[src/rtl/ctrl_pipe.sv]
// Control pipeline for the pipelined MIPS core: ID/EX, EX/MEM and MEM/WB control
// registers with load-use stall, branch/jump flush and EX forwarding selection.
module ctrl_pipe #(
  parameter int REG_W    = 5,
  parameter int LINK_REG = 31
) (
  input  logic             clk,
  input  logic             reset,
  input  logic             validD,
  input  logic [1:0]       MemRegD,
  input  logic             MemWrD,
  input  logic             BrnchD,
  input  logic             BrnchneD,
  input  logic             ALUsrcD,
  input  logic [1:0]       RegDsD,
  input  logic             RegWrD,
  input  logic             jmpD,
  input  logic [2:0]       ALUopD,
  input  logic [REG_W-1:0] rsD,
  input  logic [REG_W-1:0] rtD,
  input  logic [REG_W-1:0] rdD,
  input  logic             ZeroE,
  output logic             ALUsrcE,
  output logic [2:0]       ALUopE,
  output logic [1:0]       ForwardAE,
  output logic [1:0]       ForwardBE,
  output logic             PCSrcE,
  output logic             JumpD,
  output logic             StallF,
  output logic             StallD,
  output logic             FlushD,
  output logic             MemWrM,
  output logic             RegWrM,
  output logic [REG_W-1:0] WriteRegM,
  output logic [1:0]       MemRegW,
  output logic             RegWrW,
  output logic [REG_W-1:0] WriteRegW
);

  localparam logic [REG_W-1:0] ZERO_IDX = {REG_W{1'b0}};
  localparam logic [REG_W-1:0] LINK_IDX = REG_W'(LINK_REG);

  // MEM result outranks WB because it is the younger write to the same register.
  function automatic logic [1:0] fwd_sel(
    input logic             src,
    input logic [REG_W-1:0] src_idx,
    input logic             wr_m,
    input logic [REG_W-1:0] dst_m,
    input logic             wr_w,
    input logic [REG_W-1:0] dst_w
  );
    logic [1:0] sel;
    if (src && wr_m && (dst_m != ZERO_IDX) && (dst_m == src_idx)) begin
      sel = 2'b10;
    end else if (src && wr_w && (dst_w != ZERO_IDX) && (dst_w == src_idx)) begin
      sel = 2'b01;
    end else begin
      sel = 2'b00;
    end
    return sel;
  endfunction

  // E stage
  logic             regwr_e_q, regwr_e_d;
  logic             memwr_e_q, memwr_e_d;
  logic             brnch_e_q, brnch_e_d;
  logic             brnchne_e_q, brnchne_e_d;
  logic             alusrc_e_q, alusrc_e_d;
  logic [1:0]       memreg_e_q, memreg_e_d;
  logic [2:0]       aluop_e_q, aluop_e_d;
  logic [REG_W-1:0] rs_e_q, rs_e_d;
  logic [REG_W-1:0] rt_e_q, rt_e_d;
  logic [REG_W-1:0] wreg_e_q, wreg_e_d;

  // M stage
  logic             regwr_m_q, regwr_m_d;
  logic             memwr_m_q, memwr_m_d;
  logic [1:0]       memreg_m_q, memreg_m_d;
  logic [REG_W-1:0] wreg_m_q, wreg_m_d;

  // W stage
  logic             regwr_w_q, regwr_w_d;
  logic [1:0]       memreg_w_q, memreg_w_d;
  logic [REG_W-1:0] wreg_w_q, wreg_w_d;

  logic [REG_W-1:0] wreg_id_s;
  logic             pcsrc_s;
  logic             load_in_e_s;
  logic             src_match_s;
  logic             lwstall_s;
  logic             jump_s;
  logic             bubble_e_s;

  // Destination register select for the instruction in ID.
  always_comb begin
    wreg_id_s = ZERO_IDX;
    case (RegDsD)
      2'd0:    wreg_id_s = rtD;
      2'd1:    wreg_id_s = rdD;
      2'd2:    wreg_id_s = LINK_IDX;
      default: wreg_id_s = ZERO_IDX;
    endcase
  end

  // Branch resolution, load-use detection and jump acceptance.
  always_comb begin
    pcsrc_s     = (brnch_e_q & ZeroE) | (brnchne_e_q & ~ZeroE);
    load_in_e_s = regwr_e_q & (memreg_e_q == 2'd1) & (wreg_e_q != ZERO_IDX);
    src_match_s = (wreg_e_q == rsD) | (wreg_e_q == rtD);
    // A taken branch makes the ID instruction wrong-path, so it must not stall.
    lwstall_s   = load_in_e_s & src_match_s & validD & ~pcsrc_s;
    jump_s      = jmpD & validD & ~lwstall_s;
    bubble_e_s  = lwstall_s | pcsrc_s;
  end

  // Next-state for E (bubble on stall or taken branch); M and W always advance.
  always_comb begin
    regwr_e_d   = 1'b0;
    memwr_e_d   = 1'b0;
    brnch_e_d   = 1'b0;
    brnchne_e_d = 1'b0;
    alusrc_e_d  = 1'b0;
    memreg_e_d  = 2'd0;
    aluop_e_d   = 3'd0;
    rs_e_d      = ZERO_IDX;
    rt_e_d      = ZERO_IDX;
    wreg_e_d    = ZERO_IDX;
    if (bubble_e_s) begin
      regwr_e_d = 1'b0;
    end else begin
      regwr_e_d   = RegWrD & validD;
      memwr_e_d   = MemWrD & validD;
      brnch_e_d   = BrnchD & validD & ~jmpD;
      brnchne_e_d = BrnchneD & validD & ~jmpD;
      alusrc_e_d  = ALUsrcD;
      memreg_e_d  = MemRegD;
      aluop_e_d   = ALUopD;
      rs_e_d      = rsD;
      rt_e_d      = rtD;
      wreg_e_d    = wreg_id_s;
    end

    regwr_m_d  = regwr_e_q;
    memwr_m_d  = memwr_e_q;
    memreg_m_d = memreg_e_q;
    wreg_m_d   = wreg_e_q;

    regwr_w_d  = regwr_m_q;
    memreg_w_d = memreg_m_q;
    wreg_w_d   = wreg_m_q;
  end

  // Pipeline control registers; reset discards every in-flight control word.
  always_ff @(posedge clk or posedge reset) begin
    if (reset) begin
      regwr_e_q   <= 1'b0;
      memwr_e_q   <= 1'b0;
      brnch_e_q   <= 1'b0;
      brnchne_e_q <= 1'b0;
      alusrc_e_q  <= 1'b0;
      memreg_e_q  <= 2'd0;
      aluop_e_q   <= 3'd0;
      rs_e_q      <= ZERO_IDX;
      rt_e_q      <= ZERO_IDX;
      wreg_e_q    <= ZERO_IDX;
      regwr_m_q   <= 1'b0;
      memwr_m_q   <= 1'b0;
      memreg_m_q  <= 2'd0;
      wreg_m_q    <= ZERO_IDX;
      regwr_w_q   <= 1'b0;
      memreg_w_q  <= 2'd0;
      wreg_w_q    <= ZERO_IDX;
    end else begin
      regwr_e_q   <= regwr_e_d;
      memwr_e_q   <= memwr_e_d;
      brnch_e_q   <= brnch_e_d;
      brnchne_e_q <= brnchne_e_d;
      alusrc_e_q  <= alusrc_e_d;
      memreg_e_q  <= memreg_e_d;
      aluop_e_q   <= aluop_e_d;
      rs_e_q      <= rs_e_d;
      rt_e_q      <= rt_e_d;
      wreg_e_q    <= wreg_e_d;
      regwr_m_q   <= regwr_m_d;
      memwr_m_q   <= memwr_m_d;
      memreg_m_q  <= memreg_m_d;
      wreg_m_q    <= wreg_m_d;
      regwr_w_q   <= regwr_w_d;
      memreg_w_q  <= memreg_w_d;
      wreg_w_q    <= wreg_w_d;
    end
  end

  assign ALUsrcE   = alusrc_e_q;
  assign ALUopE    = aluop_e_q;
  assign ForwardAE = fwd_sel(1'b1, rs_e_q, regwr_m_q, wreg_m_q, regwr_w_q, wreg_w_q);
  assign ForwardBE = fwd_sel(1'b1, rt_e_q, regwr_m_q, wreg_m_q, regwr_w_q, wreg_w_q);
  assign PCSrcE    = pcsrc_s;
  assign JumpD     = jump_s;
  assign StallF    = lwstall_s;
  assign StallD    = lwstall_s;
  assign FlushD    = pcsrc_s | jump_s;
  assign MemWrM    = memwr_m_q;
  assign RegWrM    = regwr_m_q;
  assign WriteRegM = wreg_m_q;
  assign MemRegW   = memreg_w_q;
  assign RegWrW    = regwr_w_q;
  assign WriteRegW = wreg_w_q;

endmodule

[config.mk]
export PLATFORM = sky130hd
export DESIGN_NAME = ctrl_pipe
export DESIGN_NICKNAME = d
export VERILOG_FILES = /design/src/rtl/ctrl_pipe.sv
export SDC_FILE = /design/constraint.sdc
export NUM_CORES = 1
export LEC_CHECK = 0
export ABC_AREA = 1
export CAP_MARGIN = 5
export CELL_PAD_IN_SITES_DETAIL_PLACEMENT = 0
export CELL_PAD_IN_SITES_GLOBAL_PLACEMENT = 2
export CORE_UTILIZATION = 27
export DETAILED_ROUTE_END_ITERATION = 7
export PLACE_DENSITY_LB_ADDON = 0.1
export SYNTH_ARGS = -nofsm -noshare
export SYNTH_HDL_FRONTEND = slang
export SYNTH_SLANG_ARGS = --single-unit
[constraint.sdc]
create_clock -name clk -period 1.4 [get_ports clk]
set_input_delay 0.21 -clock clk [delete_from_list [all_inputs] [get_ports clk]]
set_output_delay 0.21 -clock clk [all_outputs]
set_load 0.005 [all_outputs]
# ---- Word level (Yosys, flattened, before mapping)
# Cells that the tools add are included.
dict set report word_totals {
  reg_bits 42
  latchBits 0
  ramBits 0
  romBits 0
  input_bits 32
  out_inout_bits 28
  wordCells 74
  mem_count 0
}
dict set report op_classes {
  add_sub_neg 0
  n_mul 0
  div_mod_pow 0
  magnitude_cmp 0
  eq_ne 9
  shift 0
  muxes 15
  bitwise_logic 23
  reduce_logical 10
}
# op n
set ops {}
lappend ops {{$eq A5 B5 Y1} 6}
lappend ops {{$and A1 B1 Y1} 15}
lappend ops {{$mux W5} 3}
lappend ops {{$pmux W5 S3} 1}
lappend ops {{$reduce_bool A5 Y1} 3}
lappend ops {{$mux W1} 7}
lappend ops {{$logic_and A1 B1 Y1} 6}
lappend ops {{$mux W2} 3}
lappend ops {{$eq A2 B1 Y1 const B} 2}
lappend ops {{$not A1 Y1} 4}
lappend ops {{$or A1 B1 Y1} 4}
lappend ops {{$mux W3} 1}
lappend ops {{$eq A2 B2 Y1 const B} 1}
lappend ops {{$logic_not A2 Y1} 1}

# ---- Depth between registers and ports, before layout
# Gate-level depths: netlist (run 1).
dict set report depth {
  ltp_word 9
  depth_mapped 10
}

# ---- Worst setup path after synthesis (run 1)
# Ideal clock, no wire load.
dict set report synth_timing {
  path_type {register to output}
  from {register wreg_e_q[0]}
  to {output StallF}
  t_arrival_ps 1042
  required_time_ps 1190
  setup_slack_ps 148
  path_stages_with_launch 9
  path_buffers 1
  cell_sequence {dfrtp_1 nor2_1 nor2_1 nor2_1 nand3_1 nand2_1 nand3_1 inv_1 buf_4}
}
dict set report synth_via {
  elab_chain_len 5
  elab_cells_between_ends 8
  cone_classes {2 x eq/ne; 5 x bitwise; 1 x reduce/logical}
}
# element line_no
set synth_rtl {}
lappend synth_rtl {{start: declaration} 73} ;# logic [REG_W-1:0] wreg_e_q, wreg_e_d;
lappend synth_rtl {{start signal: assignment} 183} ;# wreg_e_q <= wreg_e_d;
lappend synth_rtl {{$eq A5 B5 Y1 or $reduce_bool A5 Y1 (tied branches)} {109, 108}}
lappend synth_rtl {{$or A1 B1 Y1 or $and A1 B1 Y1 (tied branches)} {109, 108}}
lappend synth_rtl {{$and A1 B1 Y1 * (3 in a row)} 111} ;# lwstall_s = load_in_e_s & src_match_s & validD & ~pcsrc_s;
lappend synth_rtl {{end: declaration} 29} ;# output logic StallF,
# Every way passes the cells marked *; elsewhere a longest branch is shown, timed or not.

# ---- Final worst setup path (run 1)
dict set report layout_timing {
  from {register wreg_e_q[0]}
  to {output FlushD}
}
dict set report layout_via {
  elab_chain_len 8
  elab_cells_between_ends 11
  cone_classes {2 x eq/ne; 8 x bitwise; 1 x reduce/logical}
}
# element line_no
set layout_rtl {}
lappend layout_rtl {{$eq A5 B5 Y1 or $reduce_bool A5 Y1 (tied branches)} {109, 108}}
lappend layout_rtl {{$or A1 B1 Y1 or $and A1 B1 Y1 (tied branches)} {109, 108}}
lappend layout_rtl {{$and A1 B1 Y1 * (3 in a row)} 111}
lappend layout_rtl {{$not A1 Y1 *} 112} ;# jump_s = jmpD & validD & ~lwstall_s;
lappend layout_rtl {{$and A1 B1 Y1 *} 112}
lappend layout_rtl {{$or A1 B1 Y1 *} 202} ;# assign FlushD = pcsrc_s | jump_s;
lappend layout_rtl {{end: declaration} 31} ;# output logic FlushD,
# Marked as above.

==> impl_metrics.tcl, run 1 <==
set metrics [dict create \
    outcome "complete, but fails checks" \
    violations "setup timing" \
    arrival_ns 1.54 \
    ys_seq_area_frac 0.550 \
    drt-pass1-iter-count 3 \
    clkTransAtPathRegs_ns 0.08 \
    setup_viol 33 \
    ir_drop_uv 327 \
    place_congestion 0.704 \
    core_area_mm2 0.00683 \
    setup_ws_ns -0.347 \
    yosysTopAreaCellShare 0.550 \
    tightest_slew_ns 0.345 \
    start_util 0.280 \
    synthTopCellsByArea "dfrtp_1 55%, nand2_1 8.2%, nor2_2 6.5%, xnor2_1 6.4%, inv_1 5.9%" \
    n_antenna_cell 0 \
    syn_to_final_growth_pct 67.9 \
    drc 0 \
    path_class "flip-flop to output pin" \
    synth_edf_count 0 \
    fin_setup_tns_ns -4.80 \
    final_antenna_net_count 0 \
    cts_buffer_depth 2 \
    dpl.hpwl_um 3220 \
    clkSinkCount 42 \
    layout.nets 344 \
    required_ns 1.19 \
    cp_max_fo 5 \
    viasPerCell 3.90 \
    placed_area_mm2 0.00289 \
    grt_pass1_vias 1616 \
    numCtsBuffers 5 \
    die-height_um 86.1 \
    rsz0062_at_grt "true" \
    syn_area_per_cell_um2 9.37 \
    finalHoldViolations 0 \
    vias 1596 \
    port_buffers 59 \
    finalCritPeriodShare 1.25 \
    antenna_found_initial 0 \
    drive_gt1_frac 0.390 \
    grt_usage 0.127 \
    cts_htree_levels 2 \
    drt_wl_total_um 4250 \
    rrSetupSlack_ns -0.13 \
    synthTopCellsByCount "42 x dfrtp_1, 42 x nand2_1, 30 x inv_1" \
    drv_cap 0 \
    grt_pass1_wl_um 7060 \
    layout_min_cycle_time_ns 1.75 \
    powerDensity_mw_per_mm2 916 \
    synth.distinct_cells 19 \
    grt-ovfl-total 0 \
    fp.dieArea_mm2 0.00742 \
    synth_fp_nets 236 \
    hold_buffers 0 \
    hold_class "primary input to async pin" \
    total_power_mw 2.94 \
    pre_cts_ws_ns -0.701 \
    rows 30 \
    drv_slew 0 \
    whs_ns 0.259 \
    grt_max_degree 43 \
    worstSkewPairLatency_ns 0.29 \
    die-width_um 86.1 \
    placed_cells 391 \
    instances_no_fill 409 \
    ys_async_sr_fraction 1.00 \
    netlist_area_mm2 0.00191 \
    yosys_warnings 0 \
    cts_root_buf "clkbuf_8" \
    wl_per_cell_um 10.4 \
    cts_tree "built" \
    ys.flop_type "dfrtp_1" \
    max_freq_ghz 0.573 \
    pin_count 60 \
    start_kind "flip-flop" \
    end_kind "output pin" \
    fill_cells 699 \
    drtIter0Drc 36 \
    relSlewSlack 0.768 \
    skew_ns 0.00450 \
    r2r_cells 9 \
    fin_util 0.470 \
    ys_seq_elements 42 \
    leakagePower_nw 1.59 \
    synth_cells 204 \
    finalInstanceArea_mm2 0.00321 \
    yosysTopAreaCell "dfrtp_1" \
]
-- layout by cell type, fill, tap and decap left out, drive strengths merged --
cell           count
nand3              5
dfrtp             42
dlymetal6s2s       2
nand2             44
or2                1
clkdlybuf4s50     37
clkinvlp           1
inv               30
o21ai              9
xor2               8
buf               55
nor3b              1
nand4              5
nor2              37
dlygate4sd2       10
clkbuf             6
clkinv             2
nor3               4
xnor2             14
-- registers in the layout, indices dropped and copies added (netlist names), 2 cells and up --
signal and count:
MemRegW 2, memreg_e_q 2, WriteRegW 5, memreg_m_q 2
rt_e_q 5, rs_e_q 5, WriteRegM 5, wreg_e_q 5
ALUopE 3
-- layer usage --
metal,global-route usage,vias up,part of all wire
li1,-,831,-
met1,0.148,714,0.43
met2,0.222,46,0.50
met3,0.0308,5,0.051
met4,0.0591,0,0.021
met5,0,-,0
-- logic make-up after synthesis --
family,share of synthesized area
buf+inv,0.0857
compound gates,0.0236
simple gates,0.240
xor+xnor,0.101
flops,0.550
-- area by class of cell --
cell class	instances	area, µm²	share of cell area
clock inverters	2	12.5	0.00390
clock buffers	6	82.6	0.0257
well taps	96	120	0.0374
multi-input cells	128	831	0.259
flip-flops and latches	42	1060	0.329
repair buffers	104	990	0.308
inverters	31	116	0.0363
-- power breakdown --
group	switching [mW]	total [mW]	internal (mW)
logic	0.294	0.739	0.446
clock network	0.407	0.803	0.396
registers	0.0887	1.40	1.31
-- critical path, stage by stage, from the launching register on --
cell and delay [ns]:
dfrtp_2 0.46, nor2_2 0.13, nor2_2 0.04, nor2_1 0.10, nand3_1 0.09, nand2_2 0.10, nand3_2 0.09, nand2_2 0.07
nand2_1 0.04, buf_2 0.11
-- final timing paths --
path,startpoint,endpoint
setup / recovery,wreg_e_q[0]$_DFF_PP0_,FlushD
setup reg to reg,wreg_e_q[0]$_DFF_PP0_,rt_e_q[2]$_DFF_PP0_
min in group clk,memwr_e_q$_DFF_PP0_,MemWrM$_DFF_PP0_
hold / removal,reset,ALUopE[1]$_DFF_PP0_
max in group asynchronous,reset,rt_e_q[0]$_DFF_PP0_
hold reg to reg,memwr_e_q$_DFF_PP0_,MemWrM$_DFF_PP0_
-- what timing repair did --
| item | CTS | global route |
|---|---|---|
| gates cloned | 1 | 0 |
| setup buffers | 10 | 1 |
| endpoints found under the setup margin | 45 | 35 |
| pin swaps | 18 | 13 |
| gates resized for setup | 84 | 24 |
| endpoints found under the hold margin | 0 | 0 |
Note: power is estimated with default switching activity, not from simulation.
==> inputs of run 2 (changes only) <==
Settings changed: CTS_CLUSTER_DIAMETER set to 50, HOLD_SLACK_MARGIN set to 0.15, SLEW_MARGIN set to 20.
==> results of run 2 <==
No change in the layout: final DEF, timing and power equal those of run 1.
